--- src/rtl/stack_engine.sv ---
// Hardware stack unit: owns SP, sequences 1/2-byte push/pop over a byte memory port,
// bound-checks before any access and keeps sticky overflow/underflow flags.
module stack_engine #(
  parameter int ADDR_W = 16,
  parameter int DATA_W = 8,
  parameter logic [ADDR_W-1:0] STACK_BASE  = 16'hFFFF,
  parameter logic [ADDR_W-1:0] STACK_LIMIT = 16'hFF00
) (
  input  logic                clk,
  input  logic                rst,
  input  logic                cmd_valid,
  output logic                cmd_ready,
  input  logic                cmd_pop,
  input  logic                cmd_two,
  input  logic [2*DATA_W-1:0] cmd_wdata,
  output logic                rsp_valid,
  output logic                rsp_err,
  output logic [2*DATA_W-1:0] rsp_rdata,
  output logic                mem_req,
  output logic                mem_we,
  output logic [ADDR_W-1:0]   mem_addr,
  output logic [DATA_W-1:0]   mem_wdata,
  input  logic [DATA_W-1:0]   mem_rdata,
  input  logic                mem_ack,
  input  logic                sp_load,
  input  logic [ADDR_W-1:0]   sp_load_val,
  input  logic                clr_flags,
  output logic [ADDR_W-1:0]   sp,
  output logic [ADDR_W-1:0]   depth,
  output logic                empty,
  output logic                full,
  output logic                ovf_flag,
  output logic                unf_flag
);

  localparam logic [ADDR_W-1:0] LIM_M1 = STACK_LIMIT - ADDR_W'(1);

  typedef enum logic [1:0] {IDLE, ACCESS, RESP} state_t;

  state_t              state, state_nxt;
  logic [ADDR_W-1:0]   sp_q;
  logic                beat;
  logic                op_pop, op_two, op_err;
  logic [2*DATA_W-1:0] wdata_q;
  logic [DATA_W-1:0]   lo_q;
  logic [2*DATA_W-1:0] rdata_q;
  logic                ovf_q, unf_q;

  logic [ADDR_W:0] free_bytes, used_bytes, n_bytes;
  logic            push_bad, pop_bad, cmd_bad, accept;
  logic            load_ev, load_lo, load_hi;
  logic            last_beat, ovf_set, unf_set;

  // Extra MSB keeps the free/used byte counts from wrapping.
  assign free_bytes = {1'b0, sp_q} - {1'b0, LIM_M1};
  assign used_bytes = {1'b0, STACK_BASE} - {1'b0, sp_q};
  assign n_bytes    = cmd_two ? (ADDR_W+1)'(2) : (ADDR_W+1)'(1);
  assign push_bad   = n_bytes > free_bytes;
  assign pop_bad    = n_bytes > used_bytes;
  assign cmd_bad    = cmd_pop ? pop_bad : push_bad;
  assign accept     = (state == IDLE) && cmd_valid && !sp_load;
  assign load_ev    = (state == IDLE) && sp_load;
  assign load_lo    = sp_load_val < LIM_M1;
  assign load_hi    = sp_load_val > STACK_BASE;
  assign last_beat  = !op_two || beat;
  assign ovf_set    = (load_ev && load_lo) || (accept && !cmd_pop && push_bad);
  assign unf_set    = (load_ev && load_hi) || (accept && cmd_pop && pop_bad);

  always_ff @(posedge clk or posedge rst) begin
    if (rst) state <= IDLE;
    else     state <= state_nxt;
  end

  always_comb begin
    state_nxt = state;
    cmd_ready = 1'b0;
    mem_req   = 1'b0;
    mem_we    = 1'b0;
    mem_addr  = '0;
    mem_wdata = '0;
    rsp_valid = 1'b0;
    rsp_err   = 1'b0;
    case (state)
      IDLE: begin
        cmd_ready = !sp_load;
        if (accept) state_nxt = cmd_bad ? RESP : ACCESS;
      end
      ACCESS: begin
        mem_req   = 1'b1;
        mem_we    = !op_pop;
        mem_addr  = op_pop ? sp_q + ADDR_W'(1) : sp_q;
        mem_wdata = (op_two && !beat) ? wdata_q[2*DATA_W-1:DATA_W] : wdata_q[DATA_W-1:0];
        if (mem_ack && last_beat) state_nxt = RESP;
      end
      RESP: begin
        rsp_valid = 1'b1;
        rsp_err   = op_err;
        state_nxt = IDLE;
      end
      default: state_nxt = IDLE;
    endcase
  end

  always_ff @(posedge clk or posedge rst) begin
    if (rst) begin
      sp_q    <= STACK_BASE;
      beat    <= 1'b0;
      op_pop  <= 1'b0;
      op_two  <= 1'b0;
      op_err  <= 1'b0;
      wdata_q <= '0;
      lo_q    <= '0;
      rdata_q <= '0;
      ovf_q   <= 1'b0;
      unf_q   <= 1'b0;
    end else begin
      ovf_q <= (ovf_q && !clr_flags) || ovf_set;
      unf_q <= (unf_q && !clr_flags) || unf_set;
      if (load_ev && !load_lo && !load_hi) sp_q <= sp_load_val;
      if (accept) begin
        op_pop  <= cmd_pop;
        op_two  <= cmd_two;
        op_err  <= cmd_bad;
        wdata_q <= cmd_wdata;
        beat    <= 1'b0;
        if (cmd_bad) rdata_q <= '0;
      end
      if (state == ACCESS && mem_ack) begin
        sp_q <= op_pop ? sp_q + ADDR_W'(1) : sp_q - ADDR_W'(1);
        if (op_pop && !beat) lo_q <= mem_rdata;
        if (!last_beat) beat <= 1'b1;
        // Last byte lands straight in the response register, so RESP needs no extra cycle.
        if (last_beat) begin
          if (!op_pop)     rdata_q <= '0;
          else if (op_two) rdata_q <= {mem_rdata, lo_q};
          else             rdata_q <= {{DATA_W{1'b0}}, mem_rdata};
        end
      end
    end
  end

  assign rsp_rdata = rdata_q;
  assign sp        = sp_q;
  assign depth     = STACK_BASE - sp_q;
  assign empty     = sp_q == STACK_BASE;
  assign full      = sp_q == LIM_M1;
  assign ovf_flag  = ovf_q;
  assign unf_flag  = unf_q;

endmodule
--- config.mk ---
export PLATFORM = sky130hd
export DESIGN_NAME = stack_engine
export DESIGN_NICKNAME = d
export VERILOG_FILES = /design/src/rtl/stack_engine.sv
export SDC_FILE = /design/constraint.sdc
export NUM_CORES = 1
export LEC_CHECK = 0
export BUFFER_PORTS_ARGS = -buffer_cell sky130_fd_sc_hd__buf_2
export CAP_MARGIN = 20
export CORE_MARGIN = 3
export CORE_UTILIZATION = 42
export DETAILED_ROUTE_END_ITERATION = 12
export MAX_ROUTING_LAYER = met4
export PLACE_DENSITY = 0.82
export SETUP_SLACK_MARGIN = 0.4
export SYNTH_ARGS = -nofsm -noshare
export SYNTH_HDL_FRONTEND = slang
export SYNTH_SLANG_ARGS = --single-unit
--- constraint.sdc ---
create_clock -name clk -period 2.63 [get_ports clk]
set_input_delay 0.789 -clock clk [delete_from_list [all_inputs] [get_ports clk]]
set_output_delay 0.789 -clock clk [all_outputs]
set_load 0.005 [all_outputs]
==> results of run 1 <==
metal layers:
layer | up-vias | wire length (um)
li1 | 1990 | -
met1 | 2099 | 5810
met2 | 256 | 6940
met3 | 29 | 1210
met4 | 0 | 231
met5 | - | 0
through the flow:
| step | power (mW) | hold slack, ns | setup TNS, ns | instances |
|---|---|---|---|---|
| 6_report | 6.00 | 0.479 | -2.70 | 764 |
| 5_1_grt | 6.38 | 0.495 | -4.12 | 764 |
| 4_1_cts | 5.54 | 0.483 | -2.91 | 743 |
| 3_5_place_dp | 4.33 | 0.464 | -0.272 | 709 |
| 3_3_place_gp | 4.26 | 0.457 | -0.0233 | 709 |
| 2_1_floorplan | 3.26 | 0.446 | -0.0653 | 456 |
cells in the final DEF (no fill, tap or decap), types with 5 or more instances in the layout:
cell type,synthesis,layout
o21ai_0,19,19
a31oi_1,6,5
nand2_1,90,83
xnor2_1,17,14
dfstp_2,16,16
nor3_2,0,5
a22o_1,8,8
clkbuf_8,1,10
nor2_1,32,29
mux2_2,8,8
buf_6,5,9
nand2_2,1,6
inv_1,24,18
nand3_1,20,15
dfrtp_1,48,45
a21oi_1,23,21
mux2i_1,9,8
nand4_1,14,14
buf_4,4,70
buf_2,5,128
o2bb2ai_1,8,7
repair_timing:
item	4_1_cts	5_1_grt
hold buffers	0	0
buffers inserted	15	20
gates cloned	3	1
gates resized for setup	43	42
pin swaps	24	28
endpoints found under the setup margin	48	49
worst max-delay path by stage:
stage | start | to | slack, ns | cells past startpoint
2_1_floorplan | sp[1] | mem_addr[12] | -0.07 | 7
3_3_place_gp | sp[1] | mem_addr[12] | -0.02 | 7
3_5_place_dp | cmd_two | rsp_rdata[12] | -0.04 | 7
4_1_cts | sp[0] | mem_addr[12] | -0.34 | 7
5_1_grt | sp[0] | mem_addr[12] | -0.42 | 7
6_report | sp[0] | mem_addr[12] | -0.31 | 7
cells by family after synthesis:
family                     count (synthesis)
and+or+nand+nor                          200
AOI/OAI and AO/OA                         96
DFF                                       64
buffers and inverters                     55
xor gates and xnor gates                  17
muxes                                     17
adders and majority gates                  7
synth_stat cells (4+ instances only):
cell type,count
a21boi_0,4
a21oi_1,23
a22o_1,8
a31oi_1,6
and2_1,4
buf_2,5
buf_4,4
buf_6,5
clkbuf_1,15
dfrtp_1,48
dfstp_2,16
ha_1,7
inv_1,24
mux2_2,8
mux2i_1,9
nand2_1,90
nand3_1,20
nand4_1,14
nor2_1,32
nor3_1,10
nor4_1,7
o21ai_0,19
o2bb2ai_1,8
o31ai_1,4
xnor2_1,17
power breakdown:
group | internal [mW] | switching (mW) | total [mW] | leakage [nW]
Clock | 0.370 | 0.400 | 0.771 | 0.0926
Sequential | 1.42 | 0.317 | 1.73 | 0.777
Combinational | 1.65 | 1.85 | 3.50 | 1.98
cell type report:
| type | instances | area share, % |
|---|---|---|
| repair buffers | 212 | 23.5 |
| clock buffers | 10 | 2.34 |
| flip-flops and latches | 64 | 27.7 |
| well taps | 108 | 2.30 |
| clock inverters | 6 | 0.746 |
| inverters | 25 | 1.79 |
| multi-input cells | 339 | 41.7 |
flip-flops by register name (all words and copies together) (netlist names):
register	flops
lo_q	8
beat	1
op_pop	1
sp	16
ovf_flag	1
op_err	1
op_two	1
state	2
unf_flag	1
wdata_q	16
rsp_rdata	16
worst register-to-register path: stages (launching register included):
cell,delay [ns]
dfstp_2,0.39
ha_4,0.17
buf_4,0.13
buf_6,0.11
buf_6,0.11
buf_6,0.13
or3_4,0.38
nand2_4,0.08
a31oi_4,0.12
nor4_4,0.32
o31ai_4,0.13
clkbuf_16,0.20
a22o_1,0.22
==> run summary, run 1 <==
Outcome: finished with violations
Violated checks: setup timing
GR met1 Demand/Resource: 34.0%
R2R setup slack: 0.04 ns
Sequential area share after synthesis: 40.9%
PwrDens: 1020 nW/um^2
Total number of vias: 4374
Post-Place Cell Area: 4960 sq um
Number of global-route vias before repair: 4004
Placement Setup Slack: -0.0417 ns
Adder-Cell Fraction of Synth Area: 2.21%
Seq cells post-synth: 64
Worst setup EP type: primary output
Hold_sp: wdata_q[5]
Number of diodes: 0
Critical Path Source Type: flop
Share of flip-flops with an asynchronous set or reset: 100%
RR Endpoint: rsp_rdata[14]
Placer Congestion: 0.955
WL per Instance: 18.6 um
Synth Instances: 456
Slowest-stage cell, CP: dfstp_2
Nets: 706
Met2 GRT Util: 41.4%
Root Buffer: clkbuf_8
Reg clk slew, reported paths: 0.07 ns
Final Skew: 0.0107 ns
Initial antenna violation count: 0
Worst Hold Class: flop to flop
Max H-tree Level: 3
RSZ-0062 raised after global routing: true
Largest family of logic cells by synthesized area: simple AND/OR/NAND/NOR gates
CP top delay family: simple AND/OR/NAND/NOR gates
Grt total ovfl: 0
Leak Pwr: 2.85 nW
Syn Area/Cell: 8.68 sq um
Post-synthesis simple-gate area fraction: 23.9%
Synth top area share: 30.3%
Met3 GRT Util: 5.89%
Worst r2r path cells: 12
# IOs: 129
Period minus WS final: 2.94 ns
Post-DP HPWL: 9.23 mm
Synth Area in Compound Gates: 17.7%
WHS Endpoint: wdata_q[5]
Post-synth top flop: dfrtp_1
RR Startpoint: sp[0]
Least-Margin Pin Slew: 0.576 ns
First-pass GRT wire length: 20.7 mm
Worst-path fanout max: 3
Count of different cell masters after synthesis: 62
Register area: 1630 sq um
Largest net degree at the start of global routing: 65
Share of layout cells above drive strength 1: 50.3%
Multi-input gate area: 2450 sq um
Final hold vios: 0
Pins Over Slew Limit: 0
DIE HEIGHT: 103 um
Syn nets: 511
Main area contributors after synthesis: dfrtp_1 (30%), dfstp_2 (11%), nand2_1 (8.5%)
PortBufs: 128
Synth Area in XOR/XNOR: 3.76%
Crit-path cells: ha_4 > nand3_4 > or2_4 > or4_4 > xnor2_1 > nor2_1 > buf_2
Critical Path AT: 2.15 ns
Max-cap violations: 0
Synth area leader: dfrtp_1
Die Area: 10600 sq um
Detail Route Antenna Nets: 0
CORE AREA: 8930 sq um
Final Cycle Share: 112%
Die extent in x: 103 um
Util after Layout: 65.7%
GRT Total Usage: 25.8%
Sink Count: 64
CTS buffer count: 9
Area Growth Syn to Fin: 48.3%
DRC viols: 0
Fill cells: 707
Finished layout cell area: 5870 sq um
Post-synth EDFFs: 0
Drt pass-1 iters: 7
Starting Density: 44.3%
Initial DRC count: 297
Clock buffer depth: 2
Vias/cell: 5.73
Worst VDD drop: 0.524 mV
Peak Freq: 340 MHz
Post-synth design cell area: 3960 sq um
CP bufs+invs: 1
Setup ws final: -0.312 ns
Worst path required time: 1.84 ns
Synth Warn #: 0
Final setup vio count: 15
Clk_lat worst skew: 0.35 ns
Max_slew headroom: 61.4%
Multiplexer area fraction after synthesis: 4.55%
CTS tree: yes
Rows: 34
Slowest stage delay, CP: 0.57 ns
Hold Path Stages: 2
WL final: 14.2 mm
Busiest grt layer: met2
Setup Crit Path Kind: flop to primary output
(Power assumes the default switching activity.)
==> run 2, diff against run 1 <==
ABC_AREA = 1   (was unset)
PLACE_DENSITY = 0.81   (was 0.82)
SETUP_SLACK_MARGIN = unset   (was 0.4)
==> run summary, run 2 <==
Vias/cell: 5.46 (-4.7%)
Post-synth EDFFs: 0 (unchanged)
WL final: 15.7 mm (+11%)
Finished layout cell area: 6150 sq um (+4.8%)
Final setup vio count: 30 (+15)
Largest net degree at the start of global routing: 28 (-57%)
DRC viols: 0 (unchanged)
Most common cell after layout, fill and taps aside: nand2_1
Leak Pwr: 3.14 nW (+10%)
DIE HEIGHT: 107 um (+3.7%)
Most frequent cells after synthesis: nand2_1 (182), nor2_1 (81), o21ai_0 (62)
Root Buffer: clkbuf_8
Die extent in x: 107 um (+3.7%)
Synth area leader: dfrtp_1
Worst setup EP type: primary output
Drt pass-1 iters: 8 (+1)
Worst Hold Class: flop to flop
Post-Place Cell Area: 5200 sq um (+4.8%)
Max_slew headroom: 62.0% (+0.53 points)
Reg clk slew, reported paths: 0.08 ns (about the same)
Least-Margin Pin Slew: 0.570 ns (-0.00666 ns)
Post-synth design cell area: 4280 sq um (+8.1%)
Post-synth top flop: dfrtp_1
Detail Route Antenna Nets: 0 (unchanged)
Initial DRC count: 441 (+48%)
Starting Density: 43.6% (-0.74 points)
Worst-path fanout max: 3 (unchanged)
Critical Path Source Type: flop
Final hold vios: 0 (unchanged)
Post-DP HPWL: 10.1 mm (+10%)
Worst path required time: 1.84 ns (about the same)
Commonest cells after routing, fill and taps aside: nand2_1 (168), buf_2 (128), nor2_1 (71), buf_4 (65), o21ai_0 (51)
Worst VDD drop: 0.529 mV (+0.98%)
RSZ-0062 raised after global routing: true
Main area contributors after synthesis: dfrtp_1 (28%), nand2_1 (16%), dfstp_2 (9.8%)
Sequential area share after synthesis: 37.9% (-3.1 points)
Slowest stage delay, CP: 0.60 ns (+0.03 ns)
Total number of vias: 5261 (+20%)
Seq cells post-synth: 64 (unchanged)
CORE AREA: 9820 sq um (+9.9%)
Max-cap violations: 0 (unchanged)
Number of diodes: 0 (unchanged)
PortBufs: 128 (unchanged)
Number of global-route vias before repair: 4841 (+21%)
CP bufs+invs: 4 (+3)
Critical Path AT: 2.14 ns (about the same)
Max H-tree Level: 3 (unchanged)
Placer Congestion: 0.951 (-0.42%)
WL per Instance: 16.3 um (-12%)
# IOs: 129 (unchanged)
Synth Instances: 628 (+38%)
Initial antenna violation count: 0 (unchanged)
Die Area: 11400 sq um (+7.6%)
Setup Crit Path Kind: flop to primary output
Clk_lat worst skew: 0.35 ns (about the same)
Most frequent cell after synthesis: nand2_1
CP top delay family: flip-flops
Setup TNS: -3.70 ns (-1.01 ns)
Fill cells: 933 (+32%)
Area Growth Syn to Fin: 43.8%
Clock buffer depth: 2 (unchanged)
Slowest-stage cell, CP: dfstp_2
First-pass GRT wire length: 23.5 mm (+13%)
CTS tree: yes
Sink Count: 64 (unchanged)
CTS buffer count: 9 (unchanged)
GRT Total Usage: 26.3% (+0.50 points)
Peak Freq: 342 MHz (+0.58%)
Setup ws final: -0.295 ns (+0.0169 ns)
Syn nets: 683 (+34%)
Share of layout cells above drive strength 1: 38.6% (-12 points)
Share of flip-flops with an asynchronous set or reset: 100% (unchanged)
Outcome: finished with violations
Crit-path cells: ha_4 > inv_4 > nor2_4 > nand2_2 > nor2_2 > buf_4 > a31oi_1 > o21ai_1 > inv_1 > a211oi_1 > buf_2
Synth top area share: 28.1% (-2.3 points)
Final Cycle Share: 111% (-0.64 points)
Grt total ovfl: 0 (unchanged)
Period minus WS final: 2.93 ns (-0.0169 ns)
Final Skew: 0.0225 ns (+0.0118 ns)
Count of different cell masters after synthesis: 41 (-34%)
PwrDens: 1100 nW/um^2 (+7.5%)
Syn Area/Cell: 6.82 sq um (-22%)
Violated checks: setup timing
Pins Over Slew Limit: 0 (unchanged)
Rows: 36 (+5.9%)
Synth Warn #: 0 (unchanged)
Nets: 881 (+25%)
## run 2: changes by cell type in the layout (fill, tap and decap cells not counted), sizes merged, moves of 7 or more
cell and delta:
nand3 +20, a21oi -9, mux2i -9, nor4 -7, o21ai +46, mux2 -8, o2bb2ai -9, a22o -8
nand2 +99, inv +38, xnor2 -17, nor2 +55, nand4 +8
## run 2: final timing paths
| check | slack (ns) | to | cells after the start | start |
|---|---|---|---|---|
| worst max-delay path | -0.30 | mem_addr[12] | 11 | sp[0] |
| worst min-delay path | 0.48 | wdata_q[15] | 2 | wdata_q[15] |
| worst max register to register | -0.26 | sp[8] | 20 | sp[0] |
| worst min register to register | 0.48 | wdata_q[15] | 2 | wdata_q[15] |
| max in group asynchronous | 1.49 | sp[4] | 3 | rst |
| min in group asynchronous | 0.49 | op_pop | 2 | rst |
## run 2: where the power goes
part	internal (mW)	total [mW]	switching (mW)
clock network	0.448	0.893	0.445
logic	1.70	4.05	2.35
registers	1.47	1.82	0.349
total	3.62	6.76	3.14
## run 2: through the flow
step	setup WS (ns)	instances	power [mW]	hold WS, ns	util, %
floorplan	0.0193	628	3.70	0.444	-
global placement	0.0177	891	4.85	0.457	52.9
detailed placement	-0.0271	891	4.90	0.460	52.9
CTS	-0.207	948	6.28	0.477	59.3
global route	-0.417	964	7.25	0.495	62.7
finish	-0.295	964	6.76	0.483	62.7
## run 2: worst min-delay path, stage by stage (launching register included)
cell     delay (ns)
dfrtp_1        0.35
nand2_1        0.06
nand2_1        0.05
## run 2: repair_timing
action                     in CTS  in global routing
cloned                          0                  3
gates resized for setup        33                 54
setup buffers                  42                 17
setup endpoints to repair      16                 39
hold buffers                    0                  0
pin swaps                      11                 21
hold endpoints to repair        0                  0
## run 2: cell type report
cell class | instances | area [sq um] | area share, %
multi-input combinational | 477 | 2550 | 41.4
sequential | 64 | 1620 | 26.3
timing repair buffer | 212 | 1380 | 22.4
inverter | 62 | 241 | 3.92
tap | 133 | 166 | 2.70
clock buffer | 9 | 124 | 2.01
clock inverter | 7 | 77.6 | 1.26
## run 2: logic make-up after synthesis
group,count (synthesis),share of synthesized area [%]
xor gates and xnor gates,5,1.02
AOI/OAI and AO/OA,109,14.3
buffers and inverters,90,8.71
adders and majority gates,7,2.05
DFF,64,37.9
and+or+nand+nor,353,36.0
## run 2: layer usage
| layer | vias to the layer above | share of wire [%] | wire length (um) | GRT usage (%) |
|---|---|---|---|---|
| li1 | 2462 | - | - | - |
| met1 | 2414 | 39 | 6160 | 33.3 |
| met2 | 319 | 49 | 7750 | 44.2 |
| met3 | 66 | 8.1 | 1280 | 4.15 |
| met4 | 0 | 3.4 | 529 | 6.76 |
| met5 | - | 0 | 0 | - |
==> run 3, diff against run 2 <==
CELL_PAD_IN_SITES_DETAIL_PLACEMENT = 1   (was unset)
CELL_PAD_IN_SITES_GLOBAL_PLACEMENT = 1   (was unset)
CORE_UTILIZATION = 33   (was 42)
PLACE_DENSITY = 0.89   (was 0.81)
==> run summary, run 3 (synthesis results as in run 2) <==
Period minus WS final: 2.99 ns (+0.0668 ns)
DIE HEIGHT: 120 um (+12%)
Worst VDD drop: 0.475 mV (-10%)
Final Cycle Share: 114% (+2.5 points)
WHS Endpoint: wdata_q[14]
WL final: 19.4 mm (+23%)
Worst Hold Class: flop to flop
Max-cap violations: 0 (unchanged)
NetSw: 3.34 mW (+6.4%)
R2R setup slack: -0.10 ns (+0.16 ns)
Pins Over Slew Limit: 0 (unchanged)
Final setup vio count: 34 (+13%)
Sink Count: 64 (unchanged)
# IOs: 129 (unchanged)
CORE AREA: 12400 sq um (+26%)
Fill cells: 1634 (+75%)
WL per Instance: 19.8 um (+21%)
RR Startpoint: sp[1]
Non-filler cells, final: 979 (+1.6%)
Finished layout cell area: 6120 sq um (-0.57%)
Worst r2r path cells: 16 (-20%)
Setup ws final: -0.362 ns (-0.0668 ns)
Placed Cells: 937 (+5.2%)
CTS tree: yes
Clock buffer depth: 2 (unchanged)
Initial DRC count: 324 (-27%)
Die Area: 14400 sq um (+26%)
Clock network fraction of design power: 16.6% (+3.4 points)
Post-Place Cell Area: 5320 sq um (+2.4%)
Die extent in x: 120 um (+12%)
Peak Freq: 334 MHz (-2.2%)
Hold_sp: wdata_q[14]
Hold-fix buffers at CTS: 0 (unchanged)
DRC viols: 0 (unchanged)
Nets: 863 (-2.0%)
Max_slew headroom: 63.8% (+1.8 points)
Final hold vios: 0 (unchanged)
Most common cell after layout, fill and taps aside: nand2_1
Total number of vias: 5359 (+1.9%)
Crit. Startpoint: sp[1]
Initial antenna violation count: 0 (unchanged)
Critical Path AT: 2.20 ns (+0.06 ns)
Critical Path Source Type: flop
Root Buffer: clkbuf_16
Hold Path Stages: 2 (unchanged)
Util after Layout: 49.5% (-13 points)
Drt pass-1 iters: 5 (-3)
RR Endpoint: op_err
CTS buffer count: 9 (unchanged)
Max H-tree Level: 3 (unchanged)
Placer Congestion: 0.949 (-0.20%)
Reg clk slew, reported paths: 0.06 ns (-0.02 ns)
Combinational share of power: 57.7% (-2.2 points)
Number of diodes: 0 (unchanged)
Sw Share: 47.0% (+0.49 points)
Number of global-route vias before repair: 5379 (+11%)
Worst setup EP type: primary output
Leak Pwr: 3.11 nW (-0.94%)
Clk_lat worst skew: 0.34 ns (about the same)
Internal power: 3.77 mW (+4.3%)
PortBufs: 128 (unchanged)
Setup TNS: -4.45 ns (-0.743 ns)
GRT Total Usage: 26.1% (-0.16 points)
Largest net degree at the start of global routing: 65 (+130%)
Rows: 40 (+11%)
Final Skew: 0.00556 ns (-0.0170 ns)
Commonest cells after routing, fill and taps aside: nand2_1 (173), buf_2 (128), nor2_1 (74), o21ai_0 (56), dfrtp_1 (48)
Worst-path fanout max: 4 (+1)
Share of layout cells above drive strength 1: 35.8% (-2.9 points)
Post-DP HPWL: 12.7 mm (+25%)
Setup Crit Path Kind: flop to primary output
First-pass GRT wire length: 28.9 mm (+23%)
PwrDens: 1160 nW/um^2 (+5.9%)
Area Growth Syn to Fin: 43.0%
RSZ-0062 raised after global routing: true
Sequential share of power: 25.7% (-1.2 points)
Detail Route Antenna Nets: 0 (unchanged)
Violated checks: setup timing
Grt total ovfl: 0 (unchanged)
Vias/cell: 5.47 (+0.30%)
Least-Margin Pin Slew: 0.541 ns (-0.0283 ns)
Worst path required time: 1.84 ns (about the same)
Outcome: finished with violations
Starting Density: 34.6% (-9.0 points)
==> run 3: cell count changes in the layout (fill, tap and decap cells not counted), moves of 3 or more <==
cell	delta
o21ai_1	-6
nor2_2	-5
clkbuf_8	-9
inv_6	-3
nand2_4	+3
nand3_1	+4
nor2_1	+3
o21ai_0	+5
nand2_1	+5
clkbuf_16	+9
nand3_2	-3
nand2_2	-8
buf_4	-18
==> run 3: power groups by stage <==
stage	sequential, mW	clock (mW)	combinational, mW
2_1_floorplan	1.73	0	1.97
3_3_place_gp	1.77	0	3.29
3_5_place_dp	1.78	0	3.41
4_1_cts	1.80	1.19	3.70
5_1_grt	1.88	1.24	4.47
6_report	1.83	1.18	4.10
==> run 3: routing by layer <==
layer  wire length, um  global-route usage (%)  vias to the layer above
met5                 0                       -                        -
li1                  -                       -                     2426
met1              7790                    32.1                     2627
met4               627                    9.38                        0
met2              9710                    43.6                      249
met3              1220                    4.48                       57
==> run 3: layout make-up <==
class / instances / area (sq um) / area share [%]
clock buffer: 10 / 229 / 3.74
clock inverter: 4 / 47.5 / 0.777
inverter: 62 / 246 / 4.03
multi-input combinational: 477 / 2540 / 41.5
sequential: 64 / 1620 / 26.5
tap: 168 / 210 / 3.43
timing repair buffer: 194 / 1220 / 20.0
==> run 3: worst max-delay path by stage <==
stage,endpoint,slack [ns],cells after the start
finish,mem_addr[14],-0.36,11
global route,mem_addr[15],-0.44,8
CTS,mem_addr[15],-0.25,9
global placement,mem_addr[14],0.02,11
floorplan,mem_addr[14],0.02,10
detailed placement,mem_addr[9],-0.03,10
==> run 3: stage by stage <==
stage | power (mW) | setup WS (ns) | hold slack (ns)
after floorplan | 3.70 | 0.0193 | 0.444
after global placement | 5.06 | 0.0246 | 0.461
after detailed placement | 5.19 | -0.0261 | 0.466
after CTS | 6.69 | -0.252 | 0.482
after global routing | 7.59 | -0.442 | 0.498
final | 7.11 | -0.362 | 0.473
==> run 3: critical path: stages, from the launching register on <==
cell and delay, ns:
dfstp_2 0.59, ha_4 0.17, inv_4 0.04, nor2_4 0.13, nand2_4 0.08, nor2_4 0.12
nand4_1 0.13, xor2_1 0.17, nand2_1 0.11, o21ai_1 0.08, nor2_1 0.11, buf_2 0.13
==> run 3: repair_timing <==
item | in CTS | in global routing
cloned | 2 | 1
endpoints found under the setup margin | 18 | 38
gates resized for setup | 29 | 52
buffers inserted | 16 | 12
pin swaps | 17 | 20
